[src/rtl/instruction_queue_if.sv]
// rtl/instruction_queue_if.sv - fetch/dispatch side signals of the instruction queue
interface instruction_queue_if #(
    parameter int DEPTH    = 16,
    parameter int PTR_BITS = $clog2(DEPTH)
);
    logic                enqueue;
    logic [31:0]         enq_inst;
    logic [31:0]         enq_prog;
    logic                dequeue;
    logic                global_branch_signal;
    logic [31:0]         inst;
    logic [31:0]         prog;
    logic                is_iqueue_empty;
    logic                is_iqueue_full;
    logic [PTR_BITS:0]   count;

    modport master (
        output enqueue, enq_inst, enq_prog, dequeue, global_branch_signal,
        input  inst, prog, is_iqueue_empty, is_iqueue_full, count
    );

    modport slave (
        input  enqueue, enq_inst, enq_prog, dequeue, global_branch_signal,
        output inst, prog, is_iqueue_empty, is_iqueue_full, count
    );
endinterface

[src/rtl/instruction_queue.sv]
// rtl/instruction_queue.sv - show-ahead circular FIFO between fetch and rename/dispatch
module instruction_queue #(
    parameter int DEPTH    = 16,
    parameter int PTR_BITS = $clog2(DEPTH)
) (
    input  logic                  clk,
    input  logic                  rst_n,
    instruction_queue_if.slave    iq
);
    localparam logic [PTR_BITS:0] PTR_ONE = {{PTR_BITS{1'b0}}, 1'b1};

    logic [PTR_BITS:0]   r_head;
    logic [PTR_BITS:0]   r_tail;
    logic [31:0]         r_inst_mem [DEPTH];
    logic [31:0]         r_prog_mem [DEPTH];

    logic                w_empty;
    logic                w_full;
    logic                w_push;
    logic                w_pop;
    logic [PTR_BITS-1:0] w_head_idx;
    logic [PTR_BITS-1:0] w_tail_idx;

    assign w_head_idx = r_head[PTR_BITS-1:0];
    assign w_tail_idx = r_tail[PTR_BITS-1:0];

    // Extra wrap bit distinguishes full from empty when the indices coincide.
    assign w_empty = (r_head == r_tail);
    assign w_full  = (w_head_idx == w_tail_idx) && (r_head[PTR_BITS] != r_tail[PTR_BITS]);

    // Push is gated by full only (not by a same-cycle pop) to keep dequeue off fetch's path.
    assign w_push = iq.enqueue && !w_full  && !iq.global_branch_signal;
    assign w_pop  = iq.dequeue && !w_empty && !iq.global_branch_signal;

    always_ff @(posedge clk or negedge rst_n) begin
        if (!rst_n) begin
            r_head <= '0;
            r_tail <= '0;
        end else if (iq.global_branch_signal) begin
            r_head <= '0;
            r_tail <= '0;
        end else begin
            if (w_push) begin
                r_tail <= r_tail + PTR_ONE;
            end
            if (w_pop) begin
                r_head <= r_head + PTR_ONE;
            end
        end
    end

    always_ff @(posedge clk) begin
        if (w_push) begin
            r_inst_mem[w_tail_idx] <= iq.enq_inst;
            r_prog_mem[w_tail_idx] <= iq.enq_prog;
        end
    end

    assign iq.inst            = w_empty ? 32'h0 : r_inst_mem[w_head_idx];
    assign iq.prog            = w_empty ? 32'h0 : r_prog_mem[w_head_idx];
    assign iq.is_iqueue_empty = w_empty;
    assign iq.is_iqueue_full  = w_full;
    assign iq.count           = r_tail - r_head;
endmodule

[src/flat_wrapper.sv]
// flat-port wrapper written by rule: the top's interface ports become plain ports
module instruction_queue_flat 
#(
    parameter int DEPTH    = 16,
    parameter int PTR_BITS = $clog2(DEPTH)
)
  (clk, rst_n, iq_enqueue, iq_enq_inst, iq_enq_prog, iq_dequeue, iq_global_branch_signal, iq_inst, iq_prog, iq_is_iqueue_empty, iq_is_iqueue_full, iq_count);
  instruction_queue_if #(.DEPTH(DEPTH), .PTR_BITS(PTR_BITS)) iq_i ();
  input  logic clk;
  input  logic rst_n;
  input wire logic [$bits(iq_i.enqueue)-1:0] iq_enqueue;
  input wire logic [$bits(iq_i.enq_inst)-1:0] iq_enq_inst;
  input wire logic [$bits(iq_i.enq_prog)-1:0] iq_enq_prog;
  input wire logic [$bits(iq_i.dequeue)-1:0] iq_dequeue;
  input wire logic [$bits(iq_i.global_branch_signal)-1:0] iq_global_branch_signal;
  output wire logic [$bits(iq_i.inst)-1:0] iq_inst;
  output wire logic [$bits(iq_i.prog)-1:0] iq_prog;
  output wire logic [$bits(iq_i.is_iqueue_empty)-1:0] iq_is_iqueue_empty;
  output wire logic [$bits(iq_i.is_iqueue_full)-1:0] iq_is_iqueue_full;
  output wire logic [$bits(iq_i.count)-1:0] iq_count;
  assign iq_i.enqueue = iq_enqueue;
  assign iq_i.enq_inst = iq_enq_inst;
  assign iq_i.enq_prog = iq_enq_prog;
  assign iq_i.dequeue = iq_dequeue;
  assign iq_i.global_branch_signal = iq_global_branch_signal;
  assign iq_inst = iq_i.inst;
  assign iq_prog = iq_i.prog;
  assign iq_is_iqueue_empty = iq_i.is_iqueue_empty;
  assign iq_is_iqueue_full = iq_i.is_iqueue_full;
  assign iq_count = iq_i.count;
  instruction_queue #(.DEPTH(DEPTH), .PTR_BITS(PTR_BITS)) u_core (.clk(clk), .rst_n(rst_n), .iq(iq_i));
endmodule
[config.mk]
export PLATFORM = sky130hd
export DESIGN_NAME = instruction_queue_flat
export DESIGN_NICKNAME = d
export VERILOG_FILES = /design/src/rtl/instruction_queue_if.sv /design/src/rtl/instruction_queue.sv /design/src/flat_wrapper.sv
export SDC_FILE = /design/constraint.sdc
export NUM_CORES = 1
export LEC_CHECK = 0
export CAP_MARGIN = 15
export CORE_UTILIZATION = 65
export DETAILED_ROUTE_END_ITERATION = 12
export GPL_TIMING_DRIVEN = 0
export PLACE_DENSITY = 0.84
export SYNTH_ARGS = -nofsm -noshare
export SYNTH_HDL_FRONTEND = slang
export SYNTH_SLANG_ARGS = --single-unit
[constraint.sdc]
create_clock -name clk -period 18 [get_ports clk]
set_input_delay 3.6 -clock clk [delete_from_list [all_inputs] [get_ports clk]]
set_output_delay 3.6 -clock clk [all_outputs]
set_load 0.02 [all_outputs]
-- Word level (Yosys, flattened, before mapping)
Memories as Yosys holds them, arrays and structs flattened.
Cells that the tools add are included.
- add/sub/neg operators: 3
- equal/unequal tests: 3
- reductions and logical operators: 10
- mux-type cells: 8
- operator list (cell ; number):
    2-to-1 mux 32 bit ; 2
    2-to-1 mux 5 bit ; 4
    adder 5 x 1 -> 5 bit (second input constant) ; 2
    == test 5 bit ; 1
    logical AND 1 bit ; 5
    subtractor 5 bit ; 1
    == test 4 bit ; 1
    nonzero test 2 bit ; 2
    logical NOT 1 bit ; 3
    2-to-1 mux 1 bit ; 2
    inequality test 1 bit ; 1
- word-level logic and storage cells: 28
- bits in writable memories: 1024
- input port bits: 69
- flip-flop bits (word level): 10
- output and inout bits: 71
- memories kept: 2
- memories (memory ; words ; width ; rd ports ; clocked after Yosys merged registers in ; wr ports ; RTL line ; RTL):
    u_core.r_inst_mem ; 16 ; 32 ; 1 ; 0 ; 1 ; instruction_queue.sv:14 ; logic [31:0] r_inst_mem [DEPTH];
    u_core.r_prog_mem ; 16 ; 32 ; 1 ; 0 ; 1 ; instruction_queue.sv:15 ; logic [31:0] r_prog_mem [DEPTH];

-- Depth between registers and ports, before layout
Gate-level depths: netlist of the first run.
- depth after elaboration: 7
- depth in mapped cells: 11
- depth with buffers taken out: 7

-- Worst setup path after synthesis of the first run
OpenSTA, ideal clock, no wires.
- kind: in2reg
- start: input port iq_global_branch_signal
- end: memory u_core.r_inst_mem[3][0] (enable)
- library setup time: 0.565 ns
- setup slack: 8.952 ns
- required time: 17.435 ns
- stages on the path: 3
- buffers on the path: 0
- arrival: 8.484 ns
- path through: a211oi_1 -> nand2_1 -> nor3_1
- word-level cells in the longest chain between the ends: 4
- RTL lines (what ; RTL line ; RTL):
    start, declared ; flat_wrapper.sv:15 ; input wire logic [$bits(iq_i.global_branch_signal)-1:0] iq_global_branch_signal;
    logical NOT 1 bit ; instruction_queue.sv:32 ; assign w_push = iq.enqueue && !w_full && !iq.global_branch_signal;
    logical AND 1 bit ; instruction_queue.sv:32 ;
    2-to-1 mux 1 bit ; instruction_queue.sv:53 ; if (w_push) begin
    2-to-1 mux 1 bit (implied by the code) ; instruction_queue.sv:54 ; r_inst_mem[w_tail_idx] <= iq.enq_inst;
    end, declared ; instruction_queue.sv:14 ;
Every way passes these cells.

-- Final worst setup path of the first run
- start: register u_core.r_head[1]
- end: output port iq_prog[2]
- word-level cells in the longest chain between the ends: 2
- elaborated cells on any way between the ends: 3
- classes of those cells: eq/ne (1); mux (1); memory (1)
- RTL lines (what ; RTL line ; RTL):
    start, declared ; instruction_queue.sv:12 ; logic [PTR_BITS:0] r_head;
    start signal, assigned ; instruction_queue.sv:47 ; r_head <= r_head + PTR_ONE;
    memory (16 x 32 bit) or == test 5 bit (tied branches) ; - ;
    2-to-1 mux 32 bit * ; instruction_queue.sv:60 ; assign iq.prog = w_empty ? 32'h0 : r_prog_mem[w_head_idx];
    end, declared ; flat_wrapper.sv:17 ; output wire logic [$bits(iq_i.prog)-1:0] iq_prog;
Mark *: on every way between the ends. The rest lies on a longest branch, timed or not.

==> results.cfg, run 1 <==
[route]
drt-total-wl_mm = 101
vias = 20900
post_drt_wl_per_cell_um = 34.3
postRouteAntennaNets = 0
drt_iter0_drc = 2844
route.detailed.drc = 0
drt_pass1_iterations = 5
routed_via_density = 7.07

[power]
cellPowerDensity_nw_per_um2 = 122
switching_share_pct = 24.7
netSwitchingPower_uw = 1400
power_frac_comb_pct = 15.9
ir_drop_mv = 0.0933
p_clk_share_pct = 36.8
p_seq_share_pct = 47.3
p_int_uw = 4250
leakagePower_uw = 0.0146

[logic_synthesis]
syn-instance-count = 1795
synth-seq-cells = 1034
synthFlopType = edfxtp_1
yosysWarnings = 0
syn_nets = 1874
async_reset_ff_share_pct = 0.967
yosysUniqueCellTypes = 37
synth_area_per_cell_um2 = 22.1
synth_edf_count = 1024
syn_area_um2 = 39700
synth.yosys.seq_area_share_pct = 78.1

[setup_path]
r2r-start = u_core.r_head[1]
endpoint_kind = primary output
startpoint = u_core.r_head[1]
path_class = flop to primary output
r2r-end = u_core.r_prog_mem[1][24]
critical_path_arrival_ns = 6.19
crit_fanout = 11
start_kind = flop
reg2reg_depth = 12
required_ns = 14.40
r2r_setup_slack_ns = 11.98

[global_route]
track_usage_pct = 33.5
grt_pass1_wl_mm = 147
antenna_found_initial = 3
grt_max_degree = 26
grt_pass1_vias = 22000
grt.overflow.total = 0

[sta]
finalWorstSetupSlack_ns = 8.21
hold_viol_final = 0
maxSlewViolCount = 0
relSlewSlack_pct = 20.1
period_minus_slack_ns = 9.79
rsz0062_at_grt = no
hold_slack_ns = 0.727
fin_crit_sh_pct = 54.4
setup_violations = 0
tightest_slew_ns = 1.19
timing.setup.tns_ns = 0
fmax_mhz = 102
fin_skew_ns = 0.0177

[clocking]
post-cts-setup-buffers = 0
cts.sinks = 1034
cts-root-buf = clkbuf_16
clk_pin_slew_ns = 0.07
ctsHoldBuffers = 0
cts_made_buffers = 97
cts_resized = 0
htreeDepth = 3
cts_buffer_depth = 3
cts_tree = done
insertion_delay_ns = 0.65

[min_path]
worstHoldStart = u_core.r_head[4]
hold_end = u_core.r_head[4]
whs_path_depth = 2
min-delay-path-class = flop to flop

[place]
port_buffers = 139
hpwl_mm = 58.0
place_ws_ns = 9.18
gp_congestion = 0.824
dpl.cell_count = 2773

[cells_and_area]
drive_gt1_share_pct = 23.6
finish.utilization_pct = 76.7
fin_nets = 2169
area_growth_pct = 16.6
instances_no_fill = 2957

[run]
maxCapViolCount = 0

[floorplan]
dieHeight_um = 249
dieArea_um2 = 62100
die_w_um = 249
row_count = 90
core_area_um2 = 60400
ioPinCount = 140
start_util_pct = 65.8

[outcome]
status = finished, final reports clean
-- power by group through the flow --
stage	clock (µW)	combinational (µW)	sequential [µW]
global route	2170	939	2670
finish	2080	898	2670
global placement	0	839	2730
detailed placement	0	869	2720
CTS	2080	897	2670
floorplan	0	549	2720
-- flip-flops by register name, indices dropped and copies added, names as in the netlist --
name and flops:
u_core.r_inst_mem 512, u_core.r_head 5, u_core.r_tail 5, u_core.r_prog_mem 512
-- metal layers --
metal	GRT usage (%)	wire, µm	vias up
li1	-	-	8052
met1	41.9	34400	10800
met2	56.3	51900	1733
met3	6.11	9810	350
met4	18.6	5390	2
met5	0	12	-
-- cells in the final DEF, fill, tap and decap left out, types with 6 or more instances in the layout --
| cell type | count |
|---|---|
| edfxtp_1 | 1024 |
| mux4_2 | 256 |
| nand2_1 | 198 |
| clkdlybuf4s50_1 | 139 |
| clkbuf_16 | 100 |
| clkbuf_1 | 68 |
| a221o_1 | 64 |
| nor2b_1 | 57 |
| buf_6 | 46 |
| clkinv_1 | 26 |
| buf_12 | 24 |
| buf_2 | 17 |
| clkinv_2 | 14 |
| nor2_4 | 13 |
| bufinv_16 | 11 |
| nor2_1 | 10 |
| dfrtp_1 | 10 |
| ha_1 | 9 |
| inv_1 | 8 |
| xnor2_1 | 8 |
| and2b_1 | 7 |
| buf_8 | 6 |
-- cells in the mapped netlist, types with 4 or more instances --
master    number  share of area (%)
nor2b_1       57               0.90
nor2_1        22               0.21
clkbuf_1      50               0.47
edfxtp_1    1024                 77
buf_6         23               0.65
a21oi_1        4              0.050
ha_1           9               0.28
dfrtp_1       10               0.63
inv_1          8              0.076
nand2_1      198                1.9
buf_2         17               0.21
mux4_2       256                 15
a221o_1       64                1.6
and2b_1        7               0.13
xnor2_1        8               0.18
nor3_1         4              0.050
-- how the worst max path moves through the flow --
| stage | endpoint | slack (ns) | cells past startpoint |
|---|---|---|---|
| after detailed placement | iq_prog[3] | 9.18 | 11 |
| after global routing | iq_prog[2] | 8.16 | 11 |
| after global placement | u_core.r_inst_mem[1][8] | 3.97 | 5 |
| after floorplan | u_core.r_inst_mem[3][0] | 8.95 | 3 |
| after CTS | iq_inst[7] | 8.40 | 12 |
| final | iq_prog[2] | 8.21 | 11 |
-- stage by stage --
| step | power, µW | area [µm²] |
|---|---|---|
| final | 5650 | 46300 |
| after global routing | 5780 | 46300 |
| after CTS | 5650 | 46300 |
| after detailed placement | 3590 | 43100 |
| after global placement | 3560 | 42100 |
| after floorplan | 3270 | 39700 |
-- worst max-delay path, cell delays in order (launching register included) --
cell	delay [ns]
dfrtp_1	0.38
clkbuf_1	0.87
buf_2	0.59
inv_1	0.11
clkbuf_1	0.36
ha_1	0.47
nand4_2	0.22
nor2_2	0.15
nor2_4	0.60
clkbuf_1	0.62
a221o_1	0.44
clkdlybuf4s50_1	0.69
-- logic make-up (layout without fill, tap and decap cells) --
family / Yosys count / count (layout) / share of synthesized area, %
flip-flops: 1034 / 1034 / 78.1
AND/OR/NAND/NOR: 299 / 299 / 3.39
multiplexers: 258 / 258 / 14.6
buffers and inverters: 103 / 479 / 1.48
AO/OA/AOI/OAI: 79 / 79 / 1.87
XOR/XNOR: 12 / 12 / 0.284
adder cells (fa/ha/maj): 10 / 10 / 0.334
other: 0 / 4 / 0
-- area by class of cell --
class                           count  area [µm²]
Timing Repair Buffer              196        2290
Buffer                             95         558
Clock buffer                      118        2570
Sequential cell                  1034       31000
Inverter                            8        30.0
Fill cell                        2893       14100
Antenna cell                        4        10.0
Multi-Input combinational cell    658        8230
Clock inverter                     62         622
Tap cell                          782         978
Note: power is estimated with default switching activity, not from simulation.
==> run 2, diff against run 1 <==
CORE_UTILIZATION = 55   (was 65)
PLACE_DENSITY = 0.76   (was 0.84)
clock period = 8.9 ns   (was 18 ns; I/O delays follow)
==> results.cfg, run 2 (synthesized netlist as in run 1, its figures left out) <==
[outcome]
status = finished, final reports clean

[setup_path]
required_ns = 7.12
cp_top_family = buffers and inverters
path_class = flop to primary output
slowest_delay_ns = 0.78
start_kind = flop
critical_path_arrival_ns = 5.85
path_cells = clkbuf_1, buf_2, inv_1, clkbuf_1, ha_1, nand4_2, o211ai_2, buf_2, clkbuf_1, nor2b_1, a221o_1, clkdlybuf4s50_1
endpoint_kind = primary output
crit_slowest_cell = clkbuf_1
crit_buf_inv = 7
crit_fanout = 11
cpMostUsedCell = clkbuf_1

[cells_and_area]
instances_no_fill = 3124
seqCellArea_um2 = 31000
multi_input_area_um2 = 8230
drive_gt1_share_pct = 23.7
layout_commonest_cell = edfxtp_1
reg.largest.list = u_core.r_inst_mem (512), u_core.r_prog_mem (512)
fill_cells = 4432
final_cell_mix = edfxtp_1, mux4_2, nand2_1
area_growth_pct = 17.0
fin_nets = 2172

[route]
route.detailed.drc = 0
drt-total-wl_mm = 91.0
drt_pass1_iterations = 5
vias = 19700
routed_via_density = 6.30
postRouteAntennaNets = 0
drt_iter0_drc = 1912
post_drt_wl_per_cell_um = 29.1

[clocking]
htreeDepth = 3
cts_made_buffers = 100
cts-root-buf = clkbuf_16
cts_tree = done
ctsHoldBuffers = 0
post-cts-setup-buffers = 0
cts.sinks = 1034
cts_buffer_depth = 3
insertion_delay_ns = 0.66
clk_pin_slew_ns = 0.06
cts_resized = 0

[floorplan]
dieArea_um2 = 73300
row_count = 98
die_w_um = 271
start_util_pct = 55.5
ioPinCount = 140
dieHeight_um = 271
core_area_um2 = 71500

[power]
cellPowerDensity_nw_per_um2 = 244
p_seq_share_pct = 47.7
netSwitchingPower_uw = 2700
ir_drop_mv = 0.164
switching_share_pct = 23.9
power_frac_comb_pct = 15.6
leakagePower_uw = 0.0146
p_clk_share_pct = 36.7
p_int_uw = 8610
fin_total_pwr_uw = 11300

[sta]
fin_skew_ns = 0.0160
tightest_slew_ns = 1.10
fmax_mhz = 131
maxSlewViolCount = 0
hold_viol_final = 0
fin_crit_sh_pct = 85.7
rsz0062_at_grt = no
relSlewSlack_pct = 26.6
setup_violations = 0
period_minus_slack_ns = 7.63

[min_path]
min-delay-path-class = flop to flop

[global_route]
track_usage_pct = 25.1
grt_max_degree = 27
grt_pass1_wl_mm = 133
antenna_found_initial = 5
grt.overflow.total = 0
grt_pass1_vias = 20800

[place]
port_buffers = 139
dpl.cell_count = 2941
gp_congestion = 0.782
hpwl_mm = 56.1

[run]
maxCapViolCount = 0
-- run 2: cell count changes in the layout (fill, tap and decap cells not counted), moves of 2 or more --
cell / previous run / this run
buf_4: 4 / 6
buf_8: 6 / 4
clkbuf_1: 68 / 70
clkbuf_8: 0 / 3
clkinv_1: 26 / 24
diode_2: 4 / 1
inv_6: 1 / 4
-- run 2: final timing paths --
check	startpoint	end	slack [ns]	depth (start not counted)
min	u_core.r_head[4]	u_core.r_head[4]	0.66	2
min reg2reg	u_core.r_head[4]	u_core.r_head[4]	0.66	2
max	u_core.r_head[1]	iq_inst[12]	1.27	12
max reg2reg	u_core.r_head[1]	u_core.r_inst_mem[3][8]	3.20	14
min in group asynchronous	rst_n	u_core.r_head[0]	1.47	1
max in group asynchronous	rst_n	u_core.r_tail[4]	7.08	1
-- run 2: final cells by class --
type                       count  share of cell area (%)
sequential                  1034                    66.7
clock buffer                 124                    5.69
antenna                        1                 0.00538
clock inverter                58                    1.20
inverter                       8                  0.0646
timing repair buffer         196                    4.88
tap                          950                    2.56
multi-input combinational    658                    17.7
buffer                        95                    1.20
-- run 2: per-stage QoR --
step | worst slack [ns] | area, µm² | utilization (%) | hold WS (ns) | setup TNS, ns
after floorplan | 1.67 | 39700 | - | 0.592 | 0
after global placement | -4.16 | 42300 | 59.2 | 0.608 | -1453.56
after detailed placement | 2.16 | 43300 | 60.5 | 0.646 | 0
after CTS | 1.27 | 46500 | 65.0 | 0.656 | 0
after global routing | 1.13 | 46500 | 65.0 | 0.690 | 0
final | 1.27 | 46500 | 65.0 | 0.660 | 0
-- run 2: power by group through the flow --
stage,Sequential [µW],Combinational (µW),Clock [µW]
finish,5400,1760,4150
global route,5400,1860,4370
CTS,5400,1780,4190
detailed placement,5500,1760,0
global placement,5510,1720,0
floorplan,5510,1110,0
-- run 2: per-layer routing --
layer	wire (µm)	global-route usage, %	share of wire, %
met1	33500	32.0	37
met2	47500	43.0	52
met3	7010	4.29	7.7
met4	3000	10.2	3.3
met5	55	0	0.060
-- run 2: worst min-delay path, cell delays in order, from the launching register on --
cell and delay (ns):
dfrtp_1 0.43, o21ai_0 0.12, a21oi_1 0.07
